### src/rtl/spatz_pkg.sv
// Shared Spatz types and constants used by the VFU response collector.
package spatz_pkg;

  localparam int unsigned ELEN                   = 32;
  localparam int unsigned NrParallelInstructions = 4;

  typedef logic [ELEN-1:0]                           elen_t;
  typedef logic [$clog2(NrParallelInstructions)-1:0] spatz_id_t;

  // One VFU completion: instruction id, destination register, writeback flag, scalar result
  typedef struct packed {
    spatz_id_t  id;
    logic [4:0] rd;
    logic       wb;
    elen_t      result;
  } vfu_rsp_t;

  localparam int unsigned VfuRspDepth = 4;

  typedef logic [$clog2(VfuRspDepth+1)-1:0] vfu_rsp_cnt_t;

endpackage

### src/rtl/spatz_rsp_fifo.sv
// Pointer/count FIFO of VFU responses with a head peek, a pop, and a view
// of every stored entry so the parent can build its pending-id mask.
module spatz_rsp_fifo
  import spatz_pkg::*;
#(
  parameter int unsigned Depth = VfuRspDepth
) (
  input  logic                   clk_i,
  input  logic                   rst_i,
  input  logic                   push_i,
  input  vfu_rsp_t               data_i,
  input  logic                   pop_i,
  output vfu_rsp_t               head_o,
  output logic                   full_o,
  output logic                   empty_o,
  output vfu_rsp_t [Depth-1:0]   entries_o,
  output logic     [Depth-1:0]   valid_o
);

  localparam int unsigned PtrW = $clog2(Depth);
  localparam int unsigned CntW = $clog2(Depth+1);

  vfu_rsp_t [Depth-1:0] mem_q;
  logic     [Depth-1:0] valid_q;
  logic     [PtrW-1:0]  rptr_q;
  logic     [PtrW-1:0]  wptr_q;
  logic     [CntW-1:0]  count_q;
  logic                 do_push;
  logic                 do_pop;

  assign full_o    = (count_q == CntW'(Depth));
  assign empty_o   = (count_q == '0);
  assign do_push   = push_i && !full_o;
  assign do_pop    = pop_i && !empty_o;
  assign head_o    = mem_q[rptr_q];
  assign entries_o = mem_q;
  assign valid_o   = valid_q;

  // Storage, per-entry valid bits, wrapping pointers and occupancy count
  always_ff @(posedge clk_i or posedge rst_i) begin
    if (rst_i) begin
      mem_q   <= '0;
      valid_q <= '0;
      rptr_q  <= '0;
      wptr_q  <= '0;
      count_q <= '0;
    end else begin
      if (do_pop) begin
        valid_q[rptr_q] <= 1'b0;
        rptr_q          <= rptr_q + PtrW'(1);
      end
      if (do_push) begin
        mem_q[wptr_q]   <= data_i;
        valid_q[wptr_q] <= 1'b1;
        wptr_q          <= wptr_q + PtrW'(1);
      end
      case ({do_push, do_pop})
        2'b10:   count_q <= count_q + CntW'(1);
        2'b01:   count_q <= count_q - CntW'(1);
        default: count_q <= count_q;
      endcase
    end
  end

endmodule

### src/rtl/spatz_vfu_rsp_collector.sv
// Collects in-order VFU completions, retires their ids to the scoreboard and
// forwards scalar writebacks to the core over a valid/ready handshake.
// Optional macro SPATZ_VFU_RSP_BYPASS_EN lets a response arriving at an empty
// collector act as the head in the same cycle.
module spatz_vfu_rsp_collector
  import spatz_pkg::*;
#(
  parameter int unsigned Depth = VfuRspDepth,
  parameter int unsigned NrIds = NrParallelInstructions
) (
  input  logic             clk_i,
  input  logic             rst_i,
  input  logic             vfu_rsp_valid_i,
  output logic             vfu_rsp_ready_o,
  input  vfu_rsp_t         vfu_rsp_i,
  output logic             xrsp_valid_o,
  input  logic             xrsp_ready_i,
  output logic [4:0]       xrsp_rd_o,
  output logic [ELEN-1:0]  xrsp_data_o,
  output logic             retire_valid_o,
  output spatz_id_t        retire_id_o,
  output logic [NrIds-1:0] pending_o,
  output logic             empty_o
);

  vfu_rsp_t             fifo_head;
  logic                 fifo_full;
  logic                 fifo_empty;
  vfu_rsp_t [Depth-1:0] fifo_entries;
  logic     [Depth-1:0] fifo_valid;

  logic     push_hs;
  logic     bypass;
  vfu_rsp_t head;
  logic     head_valid;
  logic     pop;
  logic     fifo_push;
  logic     fifo_pop;

  // Ready depends only on occupancy, never on the core side, so no comb path from xrsp_ready_i
  assign vfu_rsp_ready_o = !fifo_full && !rst_i;
  assign push_hs         = vfu_rsp_valid_i && vfu_rsp_ready_o;
  assign empty_o         = fifo_empty;

  spatz_rsp_fifo #(
    .Depth (Depth)
  ) i_fifo (
    .clk_i     (clk_i),
    .rst_i     (rst_i),
    .push_i    (fifo_push),
    .data_i    (vfu_rsp_i),
    .pop_i     (fifo_pop),
    .head_o    (fifo_head),
    .full_o    (fifo_full),
    .empty_o   (fifo_empty),
    .entries_o (fifo_entries),
    .valid_o   (fifo_valid)
  );

  // Pick the head (stored or bypassed), decide whether it pops, and whether the input gets stored
  always_comb begin
    bypass = 1'b0;
`ifdef SPATZ_VFU_RSP_BYPASS_EN
    bypass = fifo_empty && push_hs;
`endif
    head       = bypass ? vfu_rsp_i : fifo_head;
    head_valid = !fifo_empty || bypass;
    pop        = head_valid && (!head.wb || xrsp_ready_i);
    fifo_pop   = pop && !fifo_empty;
    fifo_push  = push_hs && !(bypass && pop);
  end

  // Drive the core writeback and retire ports from the head, zero when idle
  always_comb begin
    xrsp_valid_o   = 1'b0;
    xrsp_rd_o      = '0;
    xrsp_data_o    = '0;
    retire_valid_o = 1'b0;
    retire_id_o    = '0;
    if (head_valid && head.wb) begin
      xrsp_valid_o = 1'b1;
      xrsp_rd_o    = head.rd;
      xrsp_data_o  = head.result;
    end
    if (pop) begin
      retire_valid_o = 1'b1;
      retire_id_o    = head.id;
    end
  end

  // One-hot OR of the ids of every stored entry
  always_comb begin
    pending_o = '0;
    for (int i = 0; i < Depth; i++) begin
      if (fifo_valid[i]) begin
        pending_o[fifo_entries[i].id] = 1'b1;
      end
    end
  end

  push_unique_id: assert property (
    @(posedge clk_i) disable iff (rst_i) push_hs |-> !pending_o[vfu_rsp_i.id]
  );

endmodule

### config.mk
export PLATFORM = sky130hd
export DESIGN_NAME = spatz_vfu_rsp_collector
export DESIGN_NICKNAME = d
export VERILOG_FILES = /design/src/rtl/spatz_pkg.sv /design/src/rtl/spatz_rsp_fifo.sv /design/src/rtl/spatz_vfu_rsp_collector.sv
export SDC_FILE = /design/constraint.sdc
export NUM_CORES = 1
export LEC_CHECK = 0
export ABC_CLOCK_PERIOD_IN_PS = 7550
export BUFFER_PORTS_ARGS = -buffer_cell sky130_fd_sc_hd__buf_4
export CAP_MARGIN = 20
export CORE_MARGIN = 8
export CORE_UTILIZATION = 56
export CTS_CLUSTER_DIAMETER = 200
export DETAILED_ROUTE_END_ITERATION = 8
export GPL_TIMING_DRIVEN = 0
export HOLD_SLACK_MARGIN = 0.15
export PLACE_DENSITY = 0.77
export SETUP_SLACK_MARGIN = 0.02
export SLEW_MARGIN = 25
export SYNTH_ARGS = -nofsm -noshare
export SYNTH_HDL_FRONTEND = slang
export SYNTH_HIERARCHICAL = 1
export SYNTH_SLANG_ARGS = --single-unit
### constraint.sdc
create_clock -name clk_i -period 7.55 [get_ports clk_i]
set_clock_uncertainty 0.2 [all_clocks]
set_input_delay 1.51 -clock clk_i [delete_from_list [all_inputs] [get_ports clk_i]]
set_output_delay 1.51 -clock clk_i [all_outputs]
set_load 0.03 [all_outputs]
# [Yosys cells after proc, flatten, opt, wreduce, memory -nomap -nowiden]
# Index checks and enable logic that the tools add are counted.
[classes] addsub=4 mul=0 div_mod_pow=0 n_lt_le_gt_ge=12 eq_ne=3 shifts=0 n_mux=29 bitwise=6 n_reduce_logical=20
[op_table] cell="$bwmux W160" count=1
[op_table] cell="$bmux W40 S2" count=1
[op_table] cell="$demux W40 S2" count=1
[op_table] cell="$mux W40" count=2
[op_table] cell="$mux W32" count=1
[op_table] cell="$mux W4" count=6
[op_table] cell="$lt A2 B3 Y1 const B" count=6
[op_table] cell="$or A4 B4 Y4" count=4
[op_table] cell="$logic_and A1 B1 Y1" count=13
[op_table] cell="$demux W1 S2" count=6
[op_table] cell="$ge A2 B1 Y1 const B" count=6
[op_table] cell="$mux W1" count=8
[op_table] cell="$pmux W3 S2" count=1
[op_table] cell="$mux W5" count=1
[op_table] cell="$add A2 B1 Y2 const B" count=2
[op_table] cell="$and A4 B4 Y4" count=1
[op_table] cell="$logic_not A1 Y1" count=4
[op_table] cell="$not A4 Y4" count=1
[op_table] cell="$add A3 B1 Y3 const B" count=1
[op_table] cell="$eq A3 B3 Y1 const B" count=1
[op_table] cell="$logic_not A3 Y1" count=1
[op_table] cell="$sub A3 B1 Y3 const B" count=1
[op_table] cell="$eq A2 B1 Y1 const B" count=1
[op_table] cell="$eq A2 B2 Y1 const B" count=1
[op_table] cell="3 further kinds" count=3
[totals] regBits=171 latchBits=0 ram_bits=0 rom_bits=0 output_inout_bits=47 n_memories=0

# [Longest topological paths before layout]
[depth] word_depth=11 mapped_depth=12 ltp_nobuf=10

# [Modules after synthesis]
# The synthesis kept the hierarchy.
[by_module_without_submodules] mod="spatz_rsp_fifo" n_inst=1 cells_per_inst=446 area_each_um2=7562.3 seq_area_each_um2=4279.1
[by_module_without_submodules] mod="spatz_vfu_rsp_collector" n_inst=1 cells_per_inst=70 area_each_um2=449.2 seq_area_each_um2=0.0

# [Least setup slack after synthesis]
# No wires, ideal clock.
[synth_path] path_kind="input-to-output" startpoint="input xrsp_ready_i" endpoint="output retire_id_o[0]" arrival_ns=2.513 required_ns=5.840 setup_slack_ns=3.327 stages=3 n_path_buf=0 cell_sequence="inv_1 > a21oi_1 > and2_1"
[synth_between] elab_chain_cells=3
[synth_rtl] element="start, declared" line="spatz_vfu_rsp_collector.sv:17" text="input logic xrsp_ready_i,"
[synth_rtl] element="$logic_or A1 B1 Y1" line="spatz_vfu_rsp_collector.sv:68" text="pop = head_valid && (!head.wb || xrsp_ready_i);"
[synth_rtl] element="$logic_and A1 B1 Y1" line="spatz_vfu_rsp_collector.sv:68"
[synth_rtl] element="$mux W2" line="spatz_vfu_rsp_collector.sv:85" text="if (pop) begin"
[synth_rtl] element="end, declared" line="spatz_vfu_rsp_collector.sv:21" text="output spatz_id_t retire_id_o,"
# Every way passes these cells.

==> impl_metrics.csv <==
group,metric,value,unit
timing,fin_crit,4635,ps
logic_synthesis,synth.distinct_cells,32,
cts,cts_made_buffers,17,
placed_design,dpl.cell_count,788,
timing,fmax,215.8,MHz
detailed_routing,ant_nets,0,
logic_synthesis,syn_inst,516,
floorplanning,rows,43,
floorplanning,dieArea,18390,µm²
logic_synthesis,yosysWarnings,6,
logic_synthesis,synthTopCellsByCount,"dfrtp_1, mux2_2, and2_1, mux4_2, buf_6",
timing,rsz0062_at_grt,"no",
power_and_ir_drop,swShare,0.3592,
logic_synthesis,yosys_register_bits,171,
cts,postCtsHoldBufs,0,
setup_path,crit_fanout,10,
timing,setup_tns,0,ps
setup_path,crit_required,5840,ps
timing,finalSetupViolCount,0,
cts,root_buffer,"clkbuf_16",
setup_path,cp_common_cell,"buf_6",
power_and_ir_drop,p_switching,0.001741,W
cells_and_area,finalNonFillerCells,820,
logic_synthesis,synth_area,8011,µm²
detailed_routing,drt_iter0_drc,243,
logic_synthesis,yosys-top-cells-area,"dfrtp_1, mux2_2, mux4_2",
setup_path,path_class,"flip-flop to output port",
global_routing,antenna_found_initial,0,
power_and_ir_drop,power_frac_comb,0.474,
logic_synthesis,synth_seq_area_share,0.5341,
detailed_routing,wire_per_inst,21.18,µm
logic_synthesis,synth_top_area_cell,"dfrtp_1",
placed_design,port_buffers,90,
setup_path,arrival,2920,ps
setup_path,crit_path_end_kind,"output port",
cells_and_area,nets,681,
power_and_ir_drop,pwr-share-seq,0.339,
detailed_routing,via_count,4728,
detailed_routing,drc_errors,0,
power_and_ir_drop,leakage,4.249,nW
global_routing,grt_pass1_wl,28080,µm
logic_synthesis,synth_edf_count,0,
timing,slew_violations,0,
logic_synthesis,post-synth-top-area-fraction,0.5341,
placed_design,place_hpwl,11620,µm
global_routing,overflow,0,
cells_and_area,drive_above_1_share,0.5484,
floorplanning,die_w,135.6,µm
cts,clockBufferDepth,2,
setup_path,crit_slowest_cell,"buf_1",
timing,min_period_over_period,0.6139,
setup_path,crit_buf_inv,5,
floorplanning,coreArea,13930,µm²
logic_synthesis,syn_area_per_cell,15.53,µm²
floorplanning,die_h,135.6,µm
cts,clock_latency,420,ps
timing,timing.slew.headroom,0.5176,
setup_path,cp_cell_sequence,"clkbuf_1 > buf_1 > mux4_2 > nor2b_4 > buf_6 > buf_6 > and2_1 > buf_4",
power_and_ir_drop,power,0.004847,W
cts,post-cts-setup-buffers,0,
logic_synthesis,ys_async_sr_fraction,1.000,
setup_path,critPathTopFamily,"buffers and inverters",
setup_path,max_stage_delay,570,ps
floorplanning,start_util,0.5749,
logic_synthesis,synth_nets,570,
cells_and_area,final_util,0.6885,
cells_and_area,num-fill-cells,974,
timing,holdWs,301.6,ps
global_routing,track_usage,0.1994,
setup_path,critPathLaunchType,"flip-flop",
cts,cts_resized,0,
cells_and_area,area_delta_synth_final,19.76,%
cts,htreeDepth,4,
placed_design,gp_congestion,0.7995,
power_and_ir_drop,internal_power,0.003106,W
global_routing,grt_pass1_vias,5327,
worst_hold_path,hold_class,"flip-flop to flip-flop",
detailed_routing,totalWireLength,17370,µm
timing,worstMarginPinSlew,720.9,ps
floorplanning,io-pin-count,91,
cts,clkSinkCount,171,
detailed_routing,dr.pass1.iters,6,
logic_synthesis,synth_most_common_cell,"dfrtp_1",
detailed_routing,routed_via_density,5.766,
job,maxCapViolations,0,
power_and_ir_drop,peakVddDrop,292.1,µV
outcome,status,"completed",
global_routing,grt_max_degree,101,
power_and_ir_drop,p_per_area,505.2,nW/µm²
power_and_ir_drop,clkPwrFrac,0.187,
logic_synthesis,synth_ff_type,"dfrtp_1",
timing,hold_viol_final,0,
cells_and_area,diodes,0,
cts,path_clk_slew,70,ps
cts,cts_tree,"built",
-- state kept, by name, indices dropped and copies added, names as in the netlist --
name,flops
i_fifo/count_q,3
i_fifo/rptr_q,2
i_fifo/wptr_q,2
i_fifo/entries_o,160
i_fifo/valid_o,4
-- through the flow --
step           worst slack [ps]  area (µm²)
3_5_place_dp               3348        8975
2_1_floorplan              1208        8011
6_report                   2915        9594
3_3_place_gp             -369.7        8912
5_1_grt                    2753        9594
4_1_cts                    2880        9594
-- path summary, 6_finish.rpt --
path,from,slack (ps),to,depth (start not counted)
setup / recovery,i_fifo/rptr_q[1],2920,xrsp_data_o[8],8
hold / removal,i_fifo/entries_o[82],300,i_fifo/entries_o[82],1
setup reg to reg,i_fifo/rptr_q[1],3720,i_fifo/count_q[2],12
hold reg to reg,i_fifo/entries_o[82],300,i_fifo/entries_o[82],1
max in group asynchronous,rst_i,5380,i_fifo/entries_o[18],4
min in group asynchronous,rst_i,780,i_fifo/entries_o[72],2
-- cell families (layout without fill, tap and decap cells) --
kind of cell,Yosys count,in the layout,synth area share
AOI/OAI and AO/OA,10,10,0.009526
xor gates and xnor gates,5,5,0.005467
adders and majority gates,10,10,0.01656
buffers and inverters,42,166,0.03826
DFF,171,171,0.5341
muxes,202,202,0.3400
and+or+nand+nor,76,76,0.05607
-- routing by layer --
metal / share of wire / vias up / GRT usage / routed length [µm]
met5: 0 / - / 0 / 0
met4: 0.016 / 0 / 0.06909 / 276
met3: 0.048 / 24 / 0.05601 / 825
met2: 0.51 / 105 / 0.3307 / 8894
met1: 0.42 / 2507 / 0.2455 / 7372
li1: - / 2092 / - / -
-- final cells by class --
type	count	area [µm²]	area share
plain buffers	31	265.3	0.02765
clock buffers	20	456.7	0.04760
clock inverters	12	162.7	0.01695
inverters	11	48.80	0.005086
multi-input cells	303	3426	0.3571
flip-flops and latches	171	4279	0.4460
well taps	180	225.2	0.02347
repair buffers	92	730.7	0.07616
-- cell usage in the layout (no fill, tap or decap), types with 2 or more instances in the layout --
cell type | synthesis | final
mux2_2 | 161 | 161
nand3_1 | 5 | 5
clkbuf_1 | 3 | 4
dfrtp_1 | 171 | 171
xor2_1 | 2 | 2
mux4_2 | 40 | 40
buf_2 | 5 | 5
inv_1 | 11 | 10
nand2_1 | 12 | 12
bufinv_16 | 0 | 3
xnor2_1 | 3 | 3
nor2_1 | 7 | 7
buf_6 | 19 | 19
nand3b_1 | 3 | 3
inv_6 | 0 | 3
clkbuf_16 | 0 | 17
clkinv_4 | 0 | 3
nor3b_1 | 2 | 2
clkinvlp_4 | 0 | 2
ha_1 | 9 | 9
nand4_1 | 2 | 2
buf_4 | 0 | 90
clkbuf_8 | 0 | 2
a21o_1 | 4 | 4
buf_1 | 4 | 4
and2_1 | 40 | 40
buf_16 | 0 | 2
-- power by group through the flow --
stage | Sequential, W | Clock, W | Combinational, W
after floorplan | 0.00156 | 0 | 0.00170
after global placement | 0.00161 | 0 | 0.00226
after detailed placement | 0.00165 | 0 | 0.00233
after CTS | 0.00164 | 0.000926 | 0.00234
after global routing | 0.00171 | 0.000960 | 0.00246
final | 0.00164 | 0.000904 | 0.00230
-- worst register-to-register path, stage by stage (launching register included) --
cell	delay [ps]
dfrtp_1	370
clkbuf_1	300
buf_1	580
mux4_2	430
a21oi_1	280
o31a_1	190
clkbuf_1	320
ha_1	260
inv_1	60
fa_1	370
xor2_1	150
nor2_1	110
xor2_1	140
Power figures use the tool's default switching activity.
